### config.mk
export PLATFORM = sky130hd
export DESIGN_NAME = display_mux_flat
export DESIGN_NICKNAME = d
export VERILOG_FILES = /design/src/rtl/display_mux_pkg.sv /design/src/rtl/display_mux_if.sv /design/src/rtl/display_mux_tick_gen.sv /design/src/rtl/display_mux.sv /design/src/flat_wrapper.sv
export SDC_FILE = /design/constraint.sdc
export NUM_CORES = 1
export LEC_CHECK = 0
export ABC_AREA = 1
export CORE_UTILIZATION = 55
export CTS_BUF_LIST = sky130_fd_sc_hd__clkbuf_4
export DETAILED_ROUTE_END_ITERATION = 10
export DONT_BUFFER_PORTS = 1
export PLACE_DENSITY = 0.77
export SETUP_SLACK_MARGIN = 0.4
export SYNTH_ARGS = -nofsm -noshare
export SYNTH_HDL_FRONTEND = slang
export SYNTH_HIERARCHICAL = 1
export SYNTH_SLANG_ARGS = --single-unit
### constraint.sdc
create_clock -name clk -period 2.5 [get_ports clk]
set_clock_uncertainty 0.1 [all_clocks]
set_input_delay 0.375 -clock clk [delete_from_list [all_inputs] [get_ports clk]]
set_output_delay 0.375 -clock clk [all_outputs]
set_load 0.05 [all_outputs]
### src/rtl/display_mux_pkg.sv
// Shared types and helpers for the four-digit multiplexed display driver.
package display_pkg;

  typedef enum logic {
    GAP  = 1'b0,
    SHOW = 1'b1
  } state_e;

  localparam int NUM_DIGITS = 4;

  // True when nibbles idx..NUM_DIGITS-1 of v are all zero.
  function automatic logic upper_zero(input logic [15:0] v, input logic [1:0] idx);
    logic z;
    z = 1'b1;
    for (int k = 0; k < NUM_DIGITS; k++) begin
      if (k >= int'(idx) && v[4*k +: 4] != 4'h0) z = 1'b0;
    end
    return z;
  endfunction

endpackage

### src/rtl/display_mux_if.sv
// Bus between a display source and the multiplexer.
// load is a one-cycle qualifier with no ready: value is captured on every edge where load=1.
interface display_mux_if;
  logic [15:0] value;
  logic        load;
  logic        blank_lz;
  logic [3:0]  dp_mask;
  logic [3:0]  digit;
  logic [3:0]  an;
  logic        dp;

  modport master (output value, load, blank_lz, dp_mask, input digit, an, dp);
  modport slave  (input value, load, blank_lz, dp_mask, output digit, an, dp);
endinterface

### src/rtl/display_mux_tick_gen.sv
// Slot prescaler: free-running mod-TICK_DIV counter with a wrap pulse on the last count.
module tick_gen #(
  parameter int TICK_DIV = 50000,
  parameter int CW       = 16
) (
  input  logic          clk,
  input  logic          reset,
  output logic [CW-1:0] cnt_o,
  output logic          wrap_o
);

  localparam logic [CW-1:0] LAST = CW'(TICK_DIV - 1);

  logic [CW-1:0] cnt_q, cnt_d;

  assign wrap_o = (cnt_q == LAST);
  assign cnt_d  = wrap_o ? '0 : cnt_q + CW'(1);
  assign cnt_o  = cnt_q;

  always_ff @(posedge clk or posedge reset) begin
    if (reset) cnt_q <= '0;
    else       cnt_q <= cnt_d;
  end

endmodule

### src/rtl/display_mux.sv
// Four-digit scan multiplexer with anode-off gap, leading-zero blanking and decimal points.
// Outputs are registered from next-state values so they move on the same edge as cnt/idx/state.
module display_mux
  import display_pkg::*;
#(
  parameter int TICK_DIV = 50000,
  parameter int GAP_CYC  = 16
) (
  input  logic          clk,
  input  logic          reset,
  display_mux_if.slave  bus,
  output state_e        state_dbg_o
);

  localparam int CW = (TICK_DIV > 1) ? $clog2(TICK_DIV) : 1;
  localparam logic [CW-1:0] GAP_LAST = CW'(GAP_CYC - 1);

  logic [CW-1:0] cnt;
  logic          wrap;
  state_e        state_q, state_d;
  logic [1:0]    idx_q, idx_d;
  logic [15:0]   shadow_q, shadow_d;
  logic [3:0]    an_q, an_d;
  logic [3:0]    digit_q, digit_d;
  logic          dp_q, dp_d;
  logic          blank;

  tick_gen #(.TICK_DIV(TICK_DIV), .CW(CW)) u_tick (
    .clk    (clk),
    .reset  (reset),
    .cnt_o  (cnt),
    .wrap_o (wrap)
  );

  always_ff @(posedge clk or posedge reset) begin
    if (reset) state_q <= GAP;
    else       state_q <= state_d;
  end

  always_comb begin
    state_d = state_q;
    case (state_q)
      GAP:     if (cnt == GAP_LAST) state_d = SHOW;
      SHOW:    if (wrap)            state_d = GAP;
      default:                      state_d = GAP;
    endcase
  end

  assign idx_d    = wrap ? idx_q + 2'd1 : idx_q;
  assign shadow_d = bus.load ? bus.value : shadow_q;

  // Driven from shadow_d/idx_d so a load or slot change is visible on the capturing edge.
  always_comb begin
    blank   = bus.blank_lz && (idx_d != 2'd0) && upper_zero(shadow_d, idx_d);
    digit_d = shadow_d[4*idx_d +: 4];
    an_d    = 4'b1111;
    dp_d    = 1'b1;
    if (state_d == SHOW && !blank) begin
      an_d[idx_d] = 1'b0;
      dp_d        = ~bus.dp_mask[idx_d];
    end
  end

  always_ff @(posedge clk or posedge reset) begin
    if (reset) begin
      idx_q    <= 2'd0;
      shadow_q <= 16'h0000;
      an_q     <= 4'b1111;
      digit_q  <= 4'h0;
      dp_q     <= 1'b1;
    end else begin
      idx_q    <= idx_d;
      shadow_q <= shadow_d;
      an_q     <= an_d;
      digit_q  <= digit_d;
      dp_q     <= dp_d;
    end
  end

  assign bus.an      = an_q;
  assign bus.digit   = digit_q;
  assign bus.dp      = dp_q;
  assign state_dbg_o = state_q;

endmodule
### src/flat_wrapper.sv
// flat-port wrapper written by rule: the top's interface ports become plain ports
module display_mux_flat import display_pkg::*;
#(
  parameter int TICK_DIV = 50000,
  parameter int GAP_CYC  = 16
)
  (clk, reset, state_dbg_o, bus_value, bus_load, bus_blank_lz, bus_dp_mask, bus_digit, bus_an, bus_dp);
  display_mux_if bus_i ();
  input  logic clk;
  input  logic reset;
  output state_e state_dbg_o;
  input wire logic [$bits(bus_i.value)-1:0] bus_value;
  input wire logic [$bits(bus_i.load)-1:0] bus_load;
  input wire logic [$bits(bus_i.blank_lz)-1:0] bus_blank_lz;
  input wire logic [$bits(bus_i.dp_mask)-1:0] bus_dp_mask;
  output wire logic [$bits(bus_i.digit)-1:0] bus_digit;
  output wire logic [$bits(bus_i.an)-1:0] bus_an;
  output wire logic [$bits(bus_i.dp)-1:0] bus_dp;
  assign bus_i.value = bus_value;
  assign bus_i.load = bus_load;
  assign bus_i.blank_lz = bus_blank_lz;
  assign bus_i.dp_mask = bus_dp_mask;
  assign bus_digit = bus_i.digit;
  assign bus_an = bus_i.an;
  assign bus_dp = bus_i.dp;
  display_mux #(.TICK_DIV(TICK_DIV), .GAP_CYC(GAP_CYC)) u_core (.clk(clk), .reset(reset), .bus(bus_i), .state_dbg_o(state_dbg_o));
endmodule
==> results.tsv, run 1 <==
metric	value	unit
diodes	0	
hp-class	input pin to flip-flop	
clk_path_buf_depth	2	
start_util	58.7	%
criticalPathCategory	flip-flop to flip-flop	
die_h	65.4	µm
drive_gt1_share	12.9	%
maxCapViolCount	0	
path_cells	ha_4, nand3_4, nor2_4, nand2_2, inv_4, nand2_2, xor2_4, nor2_2, nand2_1, nand3_1, nand3_1	
seq_area	1110	µm²
multi_input_area	938	µm²
antenna_found_initial	0	
critPathBufInv	1	
finalCriticalPeriod	2.00	ns
fin_crit_sh	80.0	%
final.setup.tns	0	ns
holdPathEnd	u_core/shadow_q[11]	
hold-path-cell-count	2	
min_from	bus_load	
firstDrtPassIters	4	
ys_seq_area_share	50.0	%
cpLargestDelayFamily	simple AND/OR/NAND/NOR gates	
postSynthAreaPerCell	7.48	µm²
regToRegStartpoint	u_core/u_tick/cnt_o[0]	
power_density	527	nW/µm²
route.vias.total	1837	
grt-ovfl-total	0	
startpoint_type	flip-flop	
wl	4.81	mm
die_w	65.4	µm
timing.final.ws_setup	0.501	ns
busiest_layer	met2	
cp.depth	11	
core	3770	µm²
cts_made_buffers	5	
grt_util_met1	34.2	%
r2r_end	u_core/bus.dp	
postLayoutCoreUtil	65.4	%
slowest_stage	dfrtp_1	
met2_usage	37.9	%
grt_max_degree	29	
grt_pass1_vias	1634	
insertion_delay	0.36	ns
netlist_instances	296	
ant_nets	0	
grt_usage	24.7	%
port_buffers	0	
drc	0	
synth_area	2210	µm²
drt_iter0_markers	162	
max_freq	500	MHz
path_clk_slew	0.13	ns
worst_slew_pin_slew	0.634	ns
syn_nets	321	
dp_slack	0.251	ns
yosysWarningCount	6	
cp.required	2.70	ns
hold_viol	0	
p_leak	1.35	nW
cts_root_buf	clkbuf_4	
ioPinCount	34	
slew_viol_final	0	
worstPathArrival	2.20	ns
area_growth	11.4	%
worstPathMaxFanout	6	
vias_per_cell	5.12	
num-fill-cells	325	
dp_hpwl	3.35	mm
cts_tree	done	
grt_util_met3	5.73	%
rows	22	
max-slew-margin-rel	57.7	%
gp_congestion	0.872	
final_nets	335	
grt_setup_unrepaired	no	
status	complete, no violations	
finalSetupViolCount	0	
rr_worst_depth	11	
wl_per_cell	13.4	µm
grt_pass1_wl	7.76	mm
cp_slowest_stage_delay	0.42	ns
dieArea	4280	µm²
yosysUniqueCellTypes	26	
endpoint_kind	flip-flop	
cts_sinks	44	
ff2ff_setup_slack	0.50	ns
htreeDepth	2	
ys_seq_elements	44	
ir_drop	0.408	mV
-- stage by stage --
step,total power [mW],instance area (µm²),std cells,hold WS (ns)
2_1_floorplan,0.853,2210,296,0.189
3_3_place_gp,0.865,2250,342,0.252
3_5_place_dp,0.868,2250,342,0.246
4_1_cts,1.31,2390,354,0.0535
5_1_grt,1.36,2470,359,0.0452
6_report,1.30,2470,359,0.0561
-- synth_stat cells --
cell	number	area, µm²
nand4_1	7	43.8
o21ai_1	1	5.00
buf_8	1	15.0
o21ai_0	3	15.0
buf_4	1	7.51
nor3b_1	1	7.51
xor2_2	1	16.3
inv_2	1	3.75
dfrtp_1	39	976
nor2_1	36	135
buf_6	1	11.3
nor3_4	1	16.3
nor3_1	3	15.0
o211ai_1	1	7.51
nand3_2	1	10.0
nand3_1	14	70.1
a31oi_1	1	6.26
a21oi_1	1	5.00
ha_1	1	12.5
inv_1	51	191
nand3b_1	2	15.0
xor2_1	5	43.8
dfstp_2	5	131
nor2_2	1	6.26
nand2_2	3	18.8
nand2_1	114	428
-- repair_timing --
item                                    4_1_cts  5_1_grt
endpoints found under the setup margin        9        9
endpoints found under the hold margin        39        0
hold buffers                                  1        0
buffers inserted                              3        5
pin swaps                                     1        2
gates resized for setup                       9       10
-- state kept, by name (all words and copies together) (netlist names) --
signal               cells
u_core/bus.an            4
u_core/bus.digit         4
u_core/bus.dp            1
u_core/idx_q             2
u_core/shadow_q         16
u_core/state_dbg_o       1
u_core/u_tick/cnt_o     16
-- worst reg2reg max path, delay by kind of cell, from the launching register on --
kind / cells / cell delay [ns]
xor gates and xnor gates: 1 / 0.20
adders and majority gates: 1 / 0.17
buffers and inverters: 1 / 0.10
DFF: 1 / 0.42
and+or+nand+nor: 8 / 0.95
-- kinds of logic (layout without fill, tap and decap cells) --
| kind of cell | Yosys count | after routing | synth area share [%] |
|---|---|---|---|
| and+or+nand+nor | 183 | 183 | 34.6 |
| buffers and inverters | 55 | 70 | 10.3 |
| DFF | 44 | 44 | 50.0 |
| AOI/OAI and AO/OA | 7 | 7 | 1.75 |
| xor gates and xnor gates | 6 | 6 | 2.71 |
| adders and majority gates | 1 | 1 | 0.565 |
-- per-layer routing --
layer / up-vias / part of all wire (%)
met1: 846 / 44
li1: 918 / -
met5: - / 0
met3: 7 / 6.0
met4: 0 / 1.5
met2: 66 / 49
-- power breakdown --
| part | leakage, nW | total (mW) | internal [mW] | switching (mW) |
|---|---|---|---|---|
| Clock | 0.0428 | 0.445 | 0.209 | 0.236 |
| Sequential | 0.532 | 0.775 | 0.741 | 0.0335 |
| Combinational | 0.771 | 0.0807 | 0.0229 | 0.0578 |
-- placed cells by master (no fill, tap or decap), types with 3 or more instances in the layout --
master      n
nand2_2     5
nand2_1   111
dfrtp_1    37
clkbuf_4    5
dfstp_2     5
nor3_1      3
o21ai_0     3
buf_4       9
nor2_1     33
nand3_1    14
xor2_1      5
nand4_1     7
inv_1      49
-- area by class of cell --
cell class | instances | area share (%)
Clock buffer | 5 | 1.52
Clock inverter | 3 | 1.73
Inverter | 52 | 8.12
Multi-Input combinational cell | 197 | 38.1
Sequential cell | 44 | 45.0
Tap cell | 48 | 2.44
Timing Repair Buffer | 10 | 3.15
-- worst max path at each step --
stage | start | slack, ns | end
6_report | u_core/u_tick/cnt_o[0] | 0.50 | u_core/bus.dp
5_1_grt | u_core/u_tick/cnt_o[0] | 0.36 | u_core/bus.an[0]
4_1_cts | u_core/u_tick/cnt_o[0] | 0.41 | u_core/bus.an[0]
3_5_place_dp | u_core/u_tick/cnt_o[0] | 0.25 | u_core/bus.dp
3_3_place_gp | u_core/u_tick/cnt_o[0] | 0.35 | u_core/bus.dp
2_1_floorplan | u_core/u_tick/cnt_o[0] | 0.53 | u_core/bus.dp
Power figures use the tool's default switching activity.
==> run 2, diff against run 1 <==
--- a/config.mk
+++ b/config.mk
@@ -5,12 +5,12 @@
 export SDC_FILE = /design/constraint.sdc
 export NUM_CORES = 1
 export LEC_CHECK = 0
-export ABC_AREA = 1
+export ABC_AREA = 0
 export CORE_UTILIZATION = 55
 export CTS_BUF_LIST = sky130_fd_sc_hd__clkbuf_4
 export DETAILED_ROUTE_END_ITERATION = 10
 export DONT_BUFFER_PORTS = 1
-export PLACE_DENSITY = 0.77
+export PLACE_DENSITY = 0.8
 export SETUP_SLACK_MARGIN = 0.4
 export SYNTH_ARGS = -nofsm -noshare
 export SYNTH_HDL_FRONTEND = slang
==> constraint.sdc (replaced) <==
create_clock -name clk -period 1.8 [get_ports clk]
set_clock_uncertainty 0.1 [all_clocks]
set_input_delay 0.27 -clock clk [delete_from_list [all_inputs] [get_ports clk]]
set_output_delay 0.27 -clock clk [all_outputs]
set_load 0.05 [all_outputs]
==> run 2 against run 1 <==
Net effect: the run now ends with negative hold slack, negative setup slack left; combinational power rose by 83%; count of clock-buffer cells in the layout rose by 1; routed wire length rose by 10%; synthesized area fell by 3.6%; sequential power rose by 41%; critical path type unchanged; largest cell class unchanged.
==> results.tsv, run 2 <==
metric	value	unit
grt_util_met3	6.07	%
final_cells	282	
cts_made_buffers	5	
busiest_layer	met2	
start_util	57.9	%
num-fill-cells	218	
gp_congestion	0.929	
port_buffers	0	
clk_path_buf_depth	2	
power_switching	436	µW
cts_sinks	44	
p_leak	1.27	nW
yosysWarningCount	6	
ant_nets	0	
cp.required	1.97	ns
ys.flop_type	dfrtp_1	
finalCriticalPeriod	2.37	ns
drive_gt1_share	41.0	%
dp_hpwl	3.39	mm
drt_iter0_markers	81	
antenna_found_initial	0	
synth_edf_count	0	
max-slew-margin-rel	59.3	%
grt_util_met1	27.4	%
status	complete, but fails checks	
area_growth	35.0	%
p_clk_share	33.1	%
violations	negative hold slack, negative setup slack	
rows	22	
synth_top_cell_area_share	45.7	%
grt_pass1_vias	1736	
power_density	643	nW/µm²
grt-ovfl-total	0	
intPower	1.42	mW
maxCapViolCount	0	
max_freq	423	MHz
grt_usage	25.9	%
htreeDepth	2	
timing.final.ws_setup	-0.567	ns
ys_seq_area_share	51.9	%
ys_seq_elements	44	
synthTopCellsByCount	39 x dfrtp_1, 13 x mux2_2, 11 x nand2_1	
hold_viol	7	
criticalPathCategory	flip-flop to flip-flop	
worstPathArrival	2.53	ns
drc	0	
placed_cells	246	
synthTopCellsByArea	dfrtp_1 46%, mux2_2 6.9%, dfstp_2 6.2%	
async_flop_share	100	%
ir_drop	0.499	mV
yosysUniqueCellTypes	42	
combPwrFrac	8.0	%
yosys.area.top_type	dfrtp_1	
netSwitchingFraction	23.5	%
path_clk_slew	0.12	ns
diodes	0	
grt_pass1_wl	7.89	mm
core	3690	µm²
insertion_delay	0.36	ns
startpoint_type	flip-flop	
die_w	64.3	µm
fin_crit_sh	131	%
grt_setup_unrepaired	yes	
firstDrtPassIters	4	
cts_tree	done	
synth_most_common_cell	dfrtp_1	
finalSetupViolCount	21	
route.vias.total	1706	
min_from	bus_load	
r2r_end	u_core/bus.an[1]	
wl	5.30	mm
synth_area	2130	µm²
vias_per_cell	6.05	
ioPinCount	34	
endpoint_kind	flip-flop	
worstPathMaxFanout	4	
final_nets	258	
place_area	2430	µm²
met2_usage	47.5	%
hold-worst-slack	-0.0164	ns
mostFrequentLayoutCell	dfrtp_1	
final_cell_mix	37 x dfrtp_1, 27 x buf_4, 15 x buf_6, 13 x mux2_2, 12 x dlygate4sd3_1	
slew_viol_final	0	
seqPwrFrac	59.0	%
wl_per_cell	18.8	µm
cts_root_buf	clkbuf_4	
hp-class	input pin to flip-flop	
hold-path-cell-count	1	
regToRegStartpoint	u_core/u_tick/cnt_o[5]	
postLayoutCellArea	2880	µm²
dieArea	4130	µm²
holdPathEnd	u_core/shadow_q[15]	
die_h	64.3	µm
grt_max_degree	29	
rr_worst_depth	7	
syn_nets	200	
ff2ff_setup_slack	-0.57	ns
postSynthAreaPerCell	12.2	µm²
worst_slew_pin_slew	0.610	ns
netlist_instances	175	
-- run 2: cell count changes in the layout (fill, tap and decap cells not counted), moves of 11 or more --
cell and change:
buf_4 +18, buf_6 +15, dlygate4sd3_1 +11, inv_1 -47, mux2_2 +13, nand2_1 -101
nor2_1 -26
-- run 2: area by class of cell --
type                            count  area, µm²  area share, %
Sequential cell                    44       1110           38.5
Multi-Input combinational cell    124       1110           38.5
Timing Repair Buffer               55        512           17.8
Tap cell                           48       60.1           2.08
Clock buffer                        6       45.0           1.56
Clock inverter                      2       35.0           1.22
Inverter                            3       11.3          0.391
-- run 2: repair_timing --
item,in CTS,in global routing
hold buffers,9,3
hold endpoints to repair,47,11
gates resized for setup,16,18
buffers inserted,7,8
cloned,0,1
pin swaps,7,14
setup endpoints to repair,30,33
-- run 2: power by group through the flow --
stage                     Sequential [mW]  Clock [mW]  Combinational [mW]
after floorplan                      1.10           0               0.103
after global placement               1.11           0               0.114
after detailed placement             1.11           0               0.121
after CTS                            1.09       0.618               0.138
after global routing                 1.10       0.679               0.161
final                                1.09       0.612               0.148
-- run 2: through the flow --
| step | utilization [%] | setup TNS (ns) | power, mW | hold WS [ns] | setup slack (ns) |
|---|---|---|---|---|---|
| 2_1_floorplan | - | -8.46 | 1.21 | 0.0837 | -0.784 |
| 3_5_place_dp | 65.8 | -4.21 | 1.23 | 0.148 | -0.518 |
| 5_1_grt | 78.1 | -6.75 | 1.94 | -0.0452 | -0.611 |
| 3_3_place_gp | 65.8 | -3.26 | 1.22 | 0.136 | -0.402 |
| 6_report | 78.1 | -6.05 | 1.85 | -0.0164 | -0.567 |
| 4_1_cts | 73.6 | -4.35 | 1.85 | -0.0213 | -0.472 |
-- run 2: logic make-up (layout without fill, tap and decap cells) --
group	count (synthesis)	after routing	share of synthesized area, %
xor+xnor	14	14	7.50
simple gates	64	65	18.1
mux	23	23	11.7
compound gates	21	21	8.09
buf+inv	8	66	2.11
fa+ha+maj	1	1	0.586
flops	44	44	51.9
-- run 2: routing by layer --
layer / wire (µm) / share of wire, %
met1: 1970 / 37
met5: 0 / 0
met3: 257 / 4.8
met4: 199 / 3.8
met2: 2880 / 54
-- run 2: worst max path at each step --
stage	slack, ns	cells past startpoint	startpoint	endpoint
detailed placement	-0.52	7	u_core/u_tick/cnt_o[7]	u_core/bus.dp
CTS	-0.47	7	u_core/u_tick/cnt_o[7]	u_core/bus.an[1]
global placement	-0.40	7	u_core/u_tick/cnt_o[7]	u_core/bus.an[1]
global route	-0.61	7	u_core/u_tick/cnt_o[5]	u_core/bus.an[1]
finish	-0.57	7	u_core/u_tick/cnt_o[5]	u_core/bus.an[1]
floorplan	-0.78	6	u_core/u_tick/cnt_o[4]	u_core/bus.an[1]
-- run 2: worst max-delay path, stage by stage (launching register included) --
cell and delay [ns]:
dfrtp_1 0.40, or4b_4 0.55, nor4_4 0.32, buf_6 0.18
xor2_4 0.07, a211o_1 0.25, a32oi_2 0.24, nand4_1 0.17
